## src/rtl/rps_pkg.sv

```systemverilog
// ----------------------------------------------------------------------------
// rps_pkg
// Shared types and helpers for the rock-paper-scissors match arbiter.
//   gesture_e   : 2-bit move encoding (00 is not a legal gesture)
//   state_e     : arbiter FSM states
//   beats()     : 1 when gesture a beats gesture b
//   MAX_PLAYERS : upper bound on NUM_PLAYERS
// ----------------------------------------------------------------------------
package rps_pkg;

    localparam int MAX_PLAYERS = 8;

    typedef enum logic [1:0] {
        ILLEGAL  = 2'b00,
        ROCK     = 2'b01,
        PAPER    = 2'b10,
        SCISSORS = 2'b11
    } gesture_e;

    typedef enum logic [1:0] {
        COLLECT,
        JUDGE,
        UPDATE,
        OVER
    } state_e;

    function automatic logic beats(input gesture_e a, input gesture_e b);
        return ((a == ROCK)     && (b == SCISSORS)) ||
               ((a == SCISSORS) && (b == PAPER))    ||
               ((a == PAPER)    && (b == ROCK));
    endfunction

endpackage

```

## src/rtl/rps_match_arbiter_judge.sv

```systemverilog
// ----------------------------------------------------------------------------
// rps_round_judge
// Combinational referee for one round.
//   moves_i   [2*NUM_PLAYERS-1:0] : latched gestures, player i at [2i+1:2i]
//   winners_o [NUM_PLAYERS-1:0]   : players holding the winning gesture
//   tie_o                         : 1 when one or three distinct gestures
// ----------------------------------------------------------------------------
module rps_round_judge
    import rps_pkg::*;
#(
    parameter int NUM_PLAYERS = 2
) (
    input  logic [2*NUM_PLAYERS-1:0] moves_i,
    output logic [NUM_PLAYERS-1:0]   winners_o,
    output logic                     tie_o
);

    logic [3:1] present;      // indexed by gesture code
    logic [1:0] n_distinct;
    gesture_e   win_g;
    logic       decisive;

    // NOTE: every variable written here gets a default first, so no path
    // leaves a value unassigned and no latch is inferred.
    always_comb begin
        present    = '0;
        win_g      = ILLEGAL;
        winners_o  = '0;

        for (int i = 0; i < NUM_PLAYERS; i++) begin
            case (moves_i[2*i +: 2])
                2'b01:   present[1] = 1'b1;
                2'b10:   present[2] = 1'b1;
                2'b11:   present[3] = 1'b1;
                default: ;
            endcase
        end

        n_distinct = 2'(present[1]) + 2'(present[2]) + 2'(present[3]);
        decisive   = (n_distinct == 2'd2);

        // With exactly two gestures present, exactly one of them beats the other.
        for (int g = 1; g < 4; g++) begin
            for (int h = 1; h < 4; h++) begin
                if (present[g] && present[h] &&
                    beats(gesture_e'(g[1:0]), gesture_e'(h[1:0]))) begin
                    win_g = gesture_e'(g[1:0]);
                end
            end
        end

        for (int i = 0; i < NUM_PLAYERS; i++) begin
            winners_o[i] = decisive && (moves_i[2*i +: 2] == win_g);
        end

        tie_o = !decisive;
    end

endmodule

```

## src/rtl/rps_match_arbiter.sv

```systemverilog
// ----------------------------------------------------------------------------
// rps_match_arbiter
// Rock-paper-scissors referee for NUM_PLAYERS players with per-player
// valid/ready move submission, saturating scores, tie and round counters.
//   clk, rst (async, active high)
//   move_valid/move/move_ready : per-player gesture handshake
//   match_clear                : synchronous clear, overrides everything
//   busy                       : high in JUDGE and UPDATE
//   round_done/round_winners   : one-cycle result pulse and held winner set
//   scores/tie_count/round_cnt : match statistics
//   illegal_move               : pulse after a 00 gesture was offered
//   match_over/match_winner    : level, players that reached WIN_TARGET
// ----------------------------------------------------------------------------
module rps_match_arbiter
    import rps_pkg::*;
#(
    parameter int NUM_PLAYERS = 2,
    parameter int SCORE_W     = 8,
    parameter int WIN_TARGET  = 3,
    parameter int ROUND_W     = 16
) (
    input  logic                           clk,
    input  logic                           rst,
    input  logic [NUM_PLAYERS-1:0]         move_valid,
    input  logic [2*NUM_PLAYERS-1:0]       move,
    output logic [NUM_PLAYERS-1:0]         move_ready,
    input  logic                           match_clear,
    output logic                           busy,
    output logic                           round_done,
    output logic [NUM_PLAYERS-1:0]         round_winners,
    output logic [SCORE_W*NUM_PLAYERS-1:0] scores,
    output logic [SCORE_W-1:0]             tie_count,
    output logic [ROUND_W-1:0]             round_cnt,
    output logic                           illegal_move,
    output logic                           match_over,
    output logic [NUM_PLAYERS-1:0]         match_winner
);

    localparam logic [SCORE_W-1:0] SCORE_MAX = '1;
    localparam logic [SCORE_W-1:0] WIN_T     = SCORE_W'(WIN_TARGET);

    state_e state_q, state_d;

    logic [NUM_PLAYERS-1:0]              latched_q;
    logic [2*NUM_PLAYERS-1:0]            moves_q, moves_d;
    logic [NUM_PLAYERS-1:0]              winners_q;
    logic                                tie_q;
    logic [NUM_PLAYERS-1:0][SCORE_W-1:0] scores_q, scores_d;
    logic [SCORE_W-1:0]                  tie_count_q;
    logic [ROUND_W-1:0]                  round_cnt_q;
    logic [NUM_PLAYERS-1:0]              round_winners_q;
    logic                                round_done_q;
    logic                                illegal_q;
    logic                                match_over_q;
    logic [NUM_PLAYERS-1:0]              match_winner_q;

    logic [NUM_PLAYERS-1:0] legal;
    logic [NUM_PLAYERS-1:0] accept;
    logic [NUM_PLAYERS-1:0] hit;
    logic                   illegal_seen;
    logic                   all_in;
    logic [NUM_PLAYERS-1:0] judge_winners;
    logic                   judge_tie;

    // ------------------------------------------------------------------
    // Handshake: ready only in COLLECT for players not yet latched; a clear
    // blocks every handshake in its own cycle.
    // ------------------------------------------------------------------
    always_comb begin
        legal = '0;
        for (int i = 0; i < NUM_PLAYERS; i++) begin
            legal[i] = (move[2*i +: 2] != ILLEGAL);
        end
    end

    assign move_ready   = ((state_q == COLLECT) && !match_clear) ? ~latched_q : '0;
    assign accept       = move_valid & move_ready & legal;
    assign illegal_seen = |(move_valid & move_ready & ~legal);
    assign all_in       = &(latched_q | accept);

    always_comb begin
        moves_d = moves_q;
        for (int i = 0; i < NUM_PLAYERS; i++) begin
            if (accept[i]) moves_d[2*i +: 2] = move[2*i +: 2];
        end
    end

    rps_round_judge #(
        .NUM_PLAYERS (NUM_PLAYERS)
    ) u_judge (
        .moves_i   (moves_q),
        .winners_o (judge_winners),
        .tie_o     (judge_tie)
    );

    // ------------------------------------------------------------------
    // Score update computed from the registered winner vector; hit marks
    // players whose updated score reaches the target.
    // ------------------------------------------------------------------
    always_comb begin
        scores_d = scores_q;
        hit      = '0;
        for (int i = 0; i < NUM_PLAYERS; i++) begin
            if (winners_q[i] && (scores_q[i] != SCORE_MAX)) begin
                scores_d[i] = scores_q[i] + SCORE_W'(1);
            end
            hit[i] = (scores_d[i] >= WIN_T);
        end
    end

    // ------------------------------------------------------------------
    // FSM
    // ------------------------------------------------------------------
    // NOTE: sequential state uses non-blocking assignments so every flop
    // samples the pre-edge values regardless of block ordering.
    always_ff @(posedge clk or posedge rst) begin
        if (rst) state_q <= COLLECT;
        else     state_q <= state_d;
    end

    always_comb begin
        state_d = state_q;
        if (match_clear) begin
            state_d = COLLECT;
        end else begin
            case (state_q)
                COLLECT: if (all_in) state_d = JUDGE;
                JUDGE:   state_d = UPDATE;
                UPDATE:  state_d = (|hit) ? OVER : COLLECT;
                OVER:    state_d = OVER;
                default: state_d = COLLECT;
            endcase
        end
    end

    // ------------------------------------------------------------------
    // Datapath registers
    // ------------------------------------------------------------------
    always_ff @(posedge clk or posedge rst) begin
        if (rst) begin
            latched_q       <= '0;
            moves_q         <= '0;
            winners_q       <= '0;
            tie_q           <= 1'b0;
            scores_q        <= '0;
            tie_count_q     <= '0;
            round_cnt_q     <= '0;
            round_winners_q <= '0;
            round_done_q    <= 1'b0;
            illegal_q       <= 1'b0;
            match_over_q    <= 1'b0;
            match_winner_q  <= '0;
        end else if (match_clear) begin
            // Discards any round in flight, so no round_done follows.
            latched_q       <= '0;
            moves_q         <= '0;
            winners_q       <= '0;
            tie_q           <= 1'b0;
            scores_q        <= '0;
            tie_count_q     <= '0;
            round_cnt_q     <= '0;
            round_winners_q <= '0;
            round_done_q    <= 1'b0;
            illegal_q       <= 1'b0;
            match_over_q    <= 1'b0;
            match_winner_q  <= '0;
        end else begin
            round_done_q <= 1'b0;
            illegal_q    <= illegal_seen;
            case (state_q)
                COLLECT: begin
                    moves_q   <= moves_d;
                    latched_q <= latched_q | accept;
                end
                JUDGE: begin
                    winners_q <= judge_winners;
                    tie_q     <= judge_tie;
                end
                UPDATE: begin
                    scores_q        <= scores_d;
                    if (tie_q && (tie_count_q != SCORE_MAX)) begin
                        tie_count_q <= tie_count_q + SCORE_W'(1);
                    end
                    round_cnt_q     <= round_cnt_q + ROUND_W'(1);
                    round_winners_q <= winners_q;
                    round_done_q    <= 1'b1;
                    latched_q       <= '0;
                    moves_q         <= '0;
                    if (|hit) begin
                        match_over_q   <= 1'b1;
                        match_winner_q <= hit;
                    end
                end
                default: ;
            endcase
        end
    end

    assign busy          = (state_q == JUDGE) || (state_q == UPDATE);
    assign round_done    = round_done_q;
    assign round_winners = round_winners_q;
    assign scores        = scores_q;
    assign tie_count     = tie_count_q;
    assign round_cnt     = round_cnt_q;
    assign illegal_move  = illegal_q;
    assign match_over    = match_over_q;
    assign match_winner  = match_winner_q;

endmodule

```

## config.mk

```make
export PLATFORM = sky130hd
export DESIGN_NAME = rps_match_arbiter
export DESIGN_NICKNAME = d
export VERILOG_FILES = /design/src/rtl/rps_pkg.sv /design/src/rtl/rps_match_arbiter_judge.sv /design/src/rtl/rps_match_arbiter.sv
export SDC_FILE = /design/constraint.sdc
export NUM_CORES = 1
export LEC_CHECK = 0
export ABC_AREA = 0
export CAP_MARGIN = 20
export CORE_MARGIN = 2
export CORE_UTILIZATION = 35
export DETAILED_ROUTE_END_ITERATION = 8
export GPL_TIMING_DRIVEN = 0
export PLACE_DENSITY = 0.54
export SYNTH_ARGS = -nofsm -noshare
export SYNTH_HDL_FRONTEND = slang
export SYNTH_HIERARCHICAL = 1
export SYNTH_SLANG_ARGS = --single-unit
```

## constraint.sdc

```tcl
create_clock -name clk -period 2.68 [get_ports clk]
set_input_delay 0.804 -clock clk [delete_from_list [all_inputs] [get_ports clk]]
set_output_delay 0.804 -clock clk [all_outputs]
set_load 0.02 [all_outputs]
```

==> results of run 1 <==
==> cells by family (layout without fill, tap and decap cells) <==
group | count (synthesis) | after routing | share of synthesized area
buffers and inverters | 35 | 110 | 0.0452
XOR/XNOR | 26 | 26 | 0.0680
adder cells (fa/ha/maj) | 10 | 10 | 0.0396
AO/OA/AOI/OAI | 69 | 69 | 0.137
AND/OR/NAND/NOR | 155 | 155 | 0.243
flip-flops | 58 | 58 | 0.433
multiplexers | 11 | 11 | 0.0333
==> routing by layer <==
layer | track usage | up-vias
li1 | - | 1439
met1 | 0.238 | 1392
met2 | 0.265 | 66
met3 | 0.0393 | 20
met4 | 0.101 | 0
met5 | 0 | -
==> path summary, 6_finish.rpt <==
| check | cells after the start | to | slack [ns] |
|---|---|---|---|
| worst max-delay path | 3 | busy | 0.13 |
| worst min-delay path | 2 | round_winners[0] | 0.55 |
| worst max register to register | 8 | round_cnt[15] | 0.43 |
| worst min register to register | 2 | round_winners[0] | 0.55 |
| max in group asynchronous | 3 | scores[2] | 1.21 |
| min in group asynchronous | 2 | round_cnt[11] | 0.86 |
==> state kept, by name, indices dropped and copies added, names as in the netlist, 2 cells and up <==
register       count
round_cnt         16
scores            16
tie_count          8
moves_q            4
latched_q          2
match_winner       2
round_winners      2
state_q            2
winners_q          2
==> layout make-up <==
cell class / count / share of cell area
Buffer: 17 / 0.0197
Clock buffer: 12 / 0.0360
Clock inverter: 4 / 0.0116
Inverter: 18 / 0.0157
Multi-Input combinational cell: 271 / 0.407
Sequential cell: 58 / 0.337
Tap cell: 129 / 0.0374
Timing Repair Buffer: 59 / 0.136
==> timing repair <==
action,in CTS,in global routing
endpoints found under the setup margin,2,2
hold buffers,0,0
gates resized for setup,10,3
buffers inserted,0,1
==> power groups by stage <==
stage               Clock [mW]  Sequential (mW)  Combinational, mW
floorplan                    0            0.926              0.162
global placement             0            0.928              0.246
detailed placement           0            0.929              0.250
CTS                      0.868            0.912              0.255
global route             0.912            0.915              0.276
finish                   0.856            0.912              0.248
==> through the flow <==
| stage | total power, mW | setup slack (ns) |
|---|---|---|
| 2_1_floorplan | 1.09 | 0.261 |
| 3_3_place_gp | 1.17 | -0.832 |
| 3_5_place_dp | 1.18 | -0.446 |
| 4_1_cts | 2.04 | 0.0207 |
| 5_1_grt | 2.10 | 0.0436 |
| 6_report | 2.02 | 0.125 |
==> cell usage in the layout, fill, tap and decap left out, types with 5 or more instances in the layout <==
cell | netlist | layout
dfrtp_1 | 58 | 58
clkdlybuf4s50_1 | 0 | 55
nor2_1 | 54 | 54
nand2_1 | 24 | 24
o21ai_0 | 19 | 19
inv_1 | 16 | 14
xnor2_1 | 13 | 13
xor2_1 | 13 | 13
clkbuf_1 | 11 | 11
nand3_1 | 11 | 11
a21oi_1 | 11 | 11
clkbuf_8 | 0 | 11
mux2i_1 | 10 | 10
or3_1 | 9 | 9
nor3_1 | 8 | 8
nor2b_1 | 8 | 8
a31oi_1 | 8 | 8
ha_1 | 9 | 8
nand4_1 | 7 | 7
and4_1 | 5 | 5
==> worst max-delay path: stages, from the launching register on <==
cell	delay [ns]
dfrtp_1	0.41
inv_1	0.08
ha_2	0.32
clkdlybuf4s50_1	0.60
==> summary.md, run 1 <==
| Metric | Value |
|---|---|
| Nets | `453` |
| Metal-1 WL | `4170 microns` |
| Total wire length | `8500 microns` |
| Reg area | `0.00145 sq mm` |
| Internal Pwr Total | `1.47 mW` |
| Die width | `102 microns` |
| WL met2 | `3680 microns` |
| Count leader, synth | `dfrtp_1` |
| Clk root buf | `clkbuf_8` |
| Area Growth Syn to Fin | `28.8%` |
| DR top layer | `met4` |
| Top post-synthesis cells by area | `dfrtp_1 (43%), nor2_1 (6.1%), xnor2_1 (3.4%)` |
| Comb power frac | `0.123` |
| FF-to-FF Start | `state_q[0]` |
| Post-Layout Inst Area | `0.00431 sq mm` |
| Headroom to the max-slew limit | `0.531` |
| Post-Layout Cell Count | `568` |
| Post-synth EDFFs | `0` |
| Routed len/inst | `15.0 microns` |
| Crit path DAT | `1.75 ns` |
| Final global-route overflow total | `0` |
| WHS | `0.549 ns` |
| Kind of end point of the critical path | `output pin` |
| Ports | `59` |
| Inst Count DP | `551` |
| Pwr dens | `468 mW/mm^2` |
| FMAX | `0.391 GHz` |
| Die ar. | `0.0104 sq mm` |
| Clock share of power | `0.424` |
| Initial antenna violation count | `0` |
| Final core utilization | `0.467` |
| Synthesized Nets | `383` |
| Startpoint class of the critical path | `flip-flop` |
| Hold path startpoint | `round_winners[0]` |
| Max-slew violations | `0` |
| Clk_lat worst skew | `0.35 ns` |
| Port Buffer Count | `57` |
| FFs w/ async S/R, synth | `1.00` |
| Final Critical Period | `2.55 ns` |
| Max Cap Viol | `0` |
| Number of fill cells | `928` |
| Yosys top cell area share | `0.433` |
| Worst hold path type | `reg2reg` |
| P_leak | `1.78 nW` |
| Vias in the first global route | `2904` |
| Gr usage total | `0.178` |
| Endpoints failing setup | `0` |
| DRC viols | `0` |
| Peak fanout along the critical path | `5` |
| RSZ-0062 raised after global routing | `false` |
| First-pass GRT wire length | `14200 microns` |
| Final hold violations | `0` |
| Layout cells sized above 1 | `0.0911` |
| Setup_tns | `0 ns` |
| CP Launch Point | `state_q[0]` |
| Sw frac | `0.270` |
| Row count | `35` |
| Status | `finished, final reports clean` |
| CTS clk-pin slew, worst paths | `0.07 ns` |
| CTS buffer count | `9` |
| HPWL Detailed | `5960 microns` |
| First-pass DRT Iterations | `4` |
| Share of power burned in registers | `0.452` |
| RePlAce Congestion | `0.822` |
| Core ar. | `0.00924 sq mm` |
| Synth cell types | `60` |
| Period utilization | `0.953` |
| Die H | `102 microns` |
| Slew @ Worst Pin | `0.702 ns` |
| Vias per cell | `5.14` |
| # H-tree levels | `3` |
| P_sw | `0.545 mW` |
| Via count | `2917` |
| Clock tree from TritonCTS | `yes` |
| Warnings, synthesis | `6` |
| Dpl cell area | `0.00410 sq mm` |
| Post-synthesis cell count | `364` |
| Routed length on met3 | `401 microns` |
| Synth area leader | `dfrtp_1` |
| Seq/Total Area, Yosys | `0.433` |
| Commonest cells in the netlist | `dfrtp_1 (58), nor2_1 (54), nand2_1 (24), o21ai_0 (19), inv_1 (16)` |
| Antenna Diode Count | `0` |
| Clock sinks | `58` |
| Worst VDD drop | `0.288 mV` |
| Crit path kind | `reg2out` |
| CTS max path bufs | `2` |
| Footprint of the multi-input gates | `0.00175 sq mm` |
| Iter 0 DRT Violations | `134` |
| Largest net degree at the start of global routing | `33` |
| Clk_skew | `0.0118 ns` |
| Synth Flop Type | `dfrtp_1` |
| Avg Inst Size Synth | `9.20 sq um` |
| Synthesized cell area | `0.00335 sq mm` |
| Synthesis-stage register bit count | `58` |
| Post-DRT Antenna Nets | `0` |
| CP required | `1.88 ns` |
| Initial core utilization | `0.362` |
Power figures use the tool's default switching activity.
==> run 2, diff against run 1 <==
--- a/config.mk
+++ b/config.mk
@@ -7,7 +7,6 @@
 export LEC_CHECK = 0
 export ABC_AREA = 0
 export CAP_MARGIN = 20
-export CORE_MARGIN = 2
 export CORE_UTILIZATION = 35
 export DETAILED_ROUTE_END_ITERATION = 8
 export GPL_TIMING_DRIVEN = 0
==> constraint.sdc (replaced) <==
create_clock -name clk -period 3.1 [get_ports clk]
set_input_delay 0.93 -clock clk [delete_from_list [all_inputs] [get_ports clk]]
set_output_delay 0.93 -clock clk [all_outputs]
set_load 0.02 [all_outputs]
==> summary.md, run 2 (synthesis gave the netlist of run 1 again) <==
| Metric | Value |
|---|---|
| FMAX | `0.331 GHz` |
| Hold-critical path endpoint | `round_winners[0]` |
| Routed len/inst | `14.7 microns` |
| Cells on worst reg2reg path | `8` |
| Nets | `452` |
| Largest net degree at the start of global routing | `35` |
| Post-DRT Antenna Nets | `0` |
| Row count | `35` |
| Initial core utilization | `0.362` |
| Slew @ Worst Pin | `0.740 ns` |
| Tot Pwr | `1.72 mW` |
| Area Growth Syn to Fin | `28.4%` |
| Peak fanout along the critical path | `10` |
| Reg-to-Reg End | `round_cnt[15]` |
| Worst VDD drop | `0.222 mV` |
| HPWL Detailed | `5830 microns` |
| Dpl cell area | `0.00410 sq mm` |
| P_leak | `1.77 nW` |
| Die H | `99.8 microns` |
| Antenna Diode Count | `0` |
| First-pass GRT wire length | `13600 microns` |
| Headroom to the max-slew limit | `0.506` |
| Endpoints failing setup | `0` |
| Kind of end point of the critical path | `output pin` |
| DRC viols | `0` |
| Final global-route overflow total | `0` |
| RePlAce Congestion | `0.807` |
| Period utilization | `0.975` |
| Bufs and invs on worst path | `3` |
| CP required | `2.17 ns` |
| FF-to-FF Start | `state_q[0]` |
| Initial antenna violation count | `0` |
| Hold path depth | `2` |
| Clk_lat worst skew | `0.34 ns` |
| First-pass DRT Iterations | `5` |
| Startpoint class of the critical path | `input port` |
| Max-slew violations | `0` |
| CTS clk-pin slew, worst paths | `0.07 ns` |
| Clock sinks | `58` |
| Post-Layout Inst Area | `0.00430 sq mm` |
| Worst path cell trace | `clkbuf_1 -> or3b_2 -> inv_2 -> clkdlybuf4s15_1` |
| R2r setup slk | `0.81 ns` |
| Most frequent cells in the layout | `dfrtp_1 (58), clkdlybuf4s50_1 (55), nor2_1 (54), nand2_1 (24), o21ai_0 (19)` |
| Clock tree from TritonCTS | `yes` |
| Crit path DAT | `2.09 ns` |
| Setup Buffers After CTS | `0` |
| Slowest cell delay on critical path | `0.54 ns` |
| Die ar. | `0.00996 sq mm` |
| Vias per cell | `5.21` |
| Hold path startpoint | `round_winners[0]` |
| Slowest CP cell | `or3b_2` |
| RSZ-0062 raised after global routing | `false` |
| Clk_skew | `0.0107 ns` |
| Gr usage total | `0.177` |
| Pwr dens | `401 mW/mm^2` |
| Post_cts resized | `2` |
| Crit path depth | `4` |
| WHS | `0.540 ns` |
| Final WS setup | `0.0786 ns` |
| Via count | `2953` |
| Max Cap Viol | `0` |
| Final Critical Period | `3.02 ns` |
| Vias in the first global route | `2744` |
| Layout cells sized above 1 | `0.0822` |
| Clk root buf | `clkbuf_8` |
| Delay-heaviest family, CP | `buffers and inverters` |
| Die width | `99.8 microns` |
| Port Buffer Count | `57` |
| Worst hold path type | `reg2reg` |
| Status | `finished, final reports clean` |
| Final hold violations | `0` |
| Core ar. | `0.00924 sq mm` |
| Iter 0 DRT Violations | `119` |
| CTS max path bufs | `2` |
| Ports | `59` |
| Total wire length | `8350 microns` |
| Post-CTS Hold Fix Bufs | `0` |
| Crit path kind | `in2out` |
| # H-tree levels | `3` |
| Place WS | `-0.248 ns` |
| Commonest non-fill, non-tap cell in the layout | `dfrtp_1` |
| CTS buffer count | `9` |
[run 2: cell types whose count changed in the layout (fill, tap and decap cells not counted), moves of 2 or more]
cell,before,now
clkinv_2,1,3
buf_2,3,1
or3b_2,0,2
or3b_4,2,0
[run 2: worst min-delay path, cell delays in order, from the launching register on]
cell,delay [ns]
dfrtp_1,0.38
nand2b_1,0.07
a21oi_1,0.06
[run 2: where the power goes]
part	internal, mW	switching, mW	leakage, nW
Sequential	0.772	0.0168	0.807
Combinational	0.0828	0.128	0.861
Clock	0.411	0.314	0.105
[run 2: per-layer routing]
| metal | track usage | part of all wire | vias to the layer above |
|---|---|---|---|
| li1 | - | - | 1439 |
| met1 | 0.247 | 0.51 | 1432 |
| met2 | 0.265 | 0.44 | 71 |
| met3 | 0.0432 | 0.040 | 11 |
| met4 | 0.0645 | 0.014 | 0 |
| met5 | 0 | 0 | - |
[run 2: cell type report]
type / instances / area (sq um)
Sequential cell: 58 / 1450
Tap cell: 129 / 161
Clock buffer: 11 / 151
Timing Repair Buffer: 58 / 586
Buffer: 17 / 83.8
Fill cell: 921 / 4940
Inverter: 18 / 67.6
Clock inverter: 5 / 52.6
Multi-Input combinational cell: 271 / 1750
[run 2: worst max path at each step]
stage | from | end | slack, ns
after floorplan | match_clear | move_ready[1] | 0.43
after global placement | rst | scores[2] | -0.54
after detailed placement | match_clear | move_ready[1] | -0.25
after CTS | match_clear | move_ready[1] | 0.02
after global routing | state_q[1] | move_ready[0] | 0.02
final | match_clear | move_ready[0] | 0.08
[run 2: stage by stage]
step	TNS, ns	std cells	utilization
4_1_cts	0	567	0.466
5_1_grt	0	567	0.465
6_report	0	567	0.465
3_5_place_dp	-0.486	551	0.444
2_1_floorplan	0	364	-
3_3_place_gp	-31.72	550	0.442
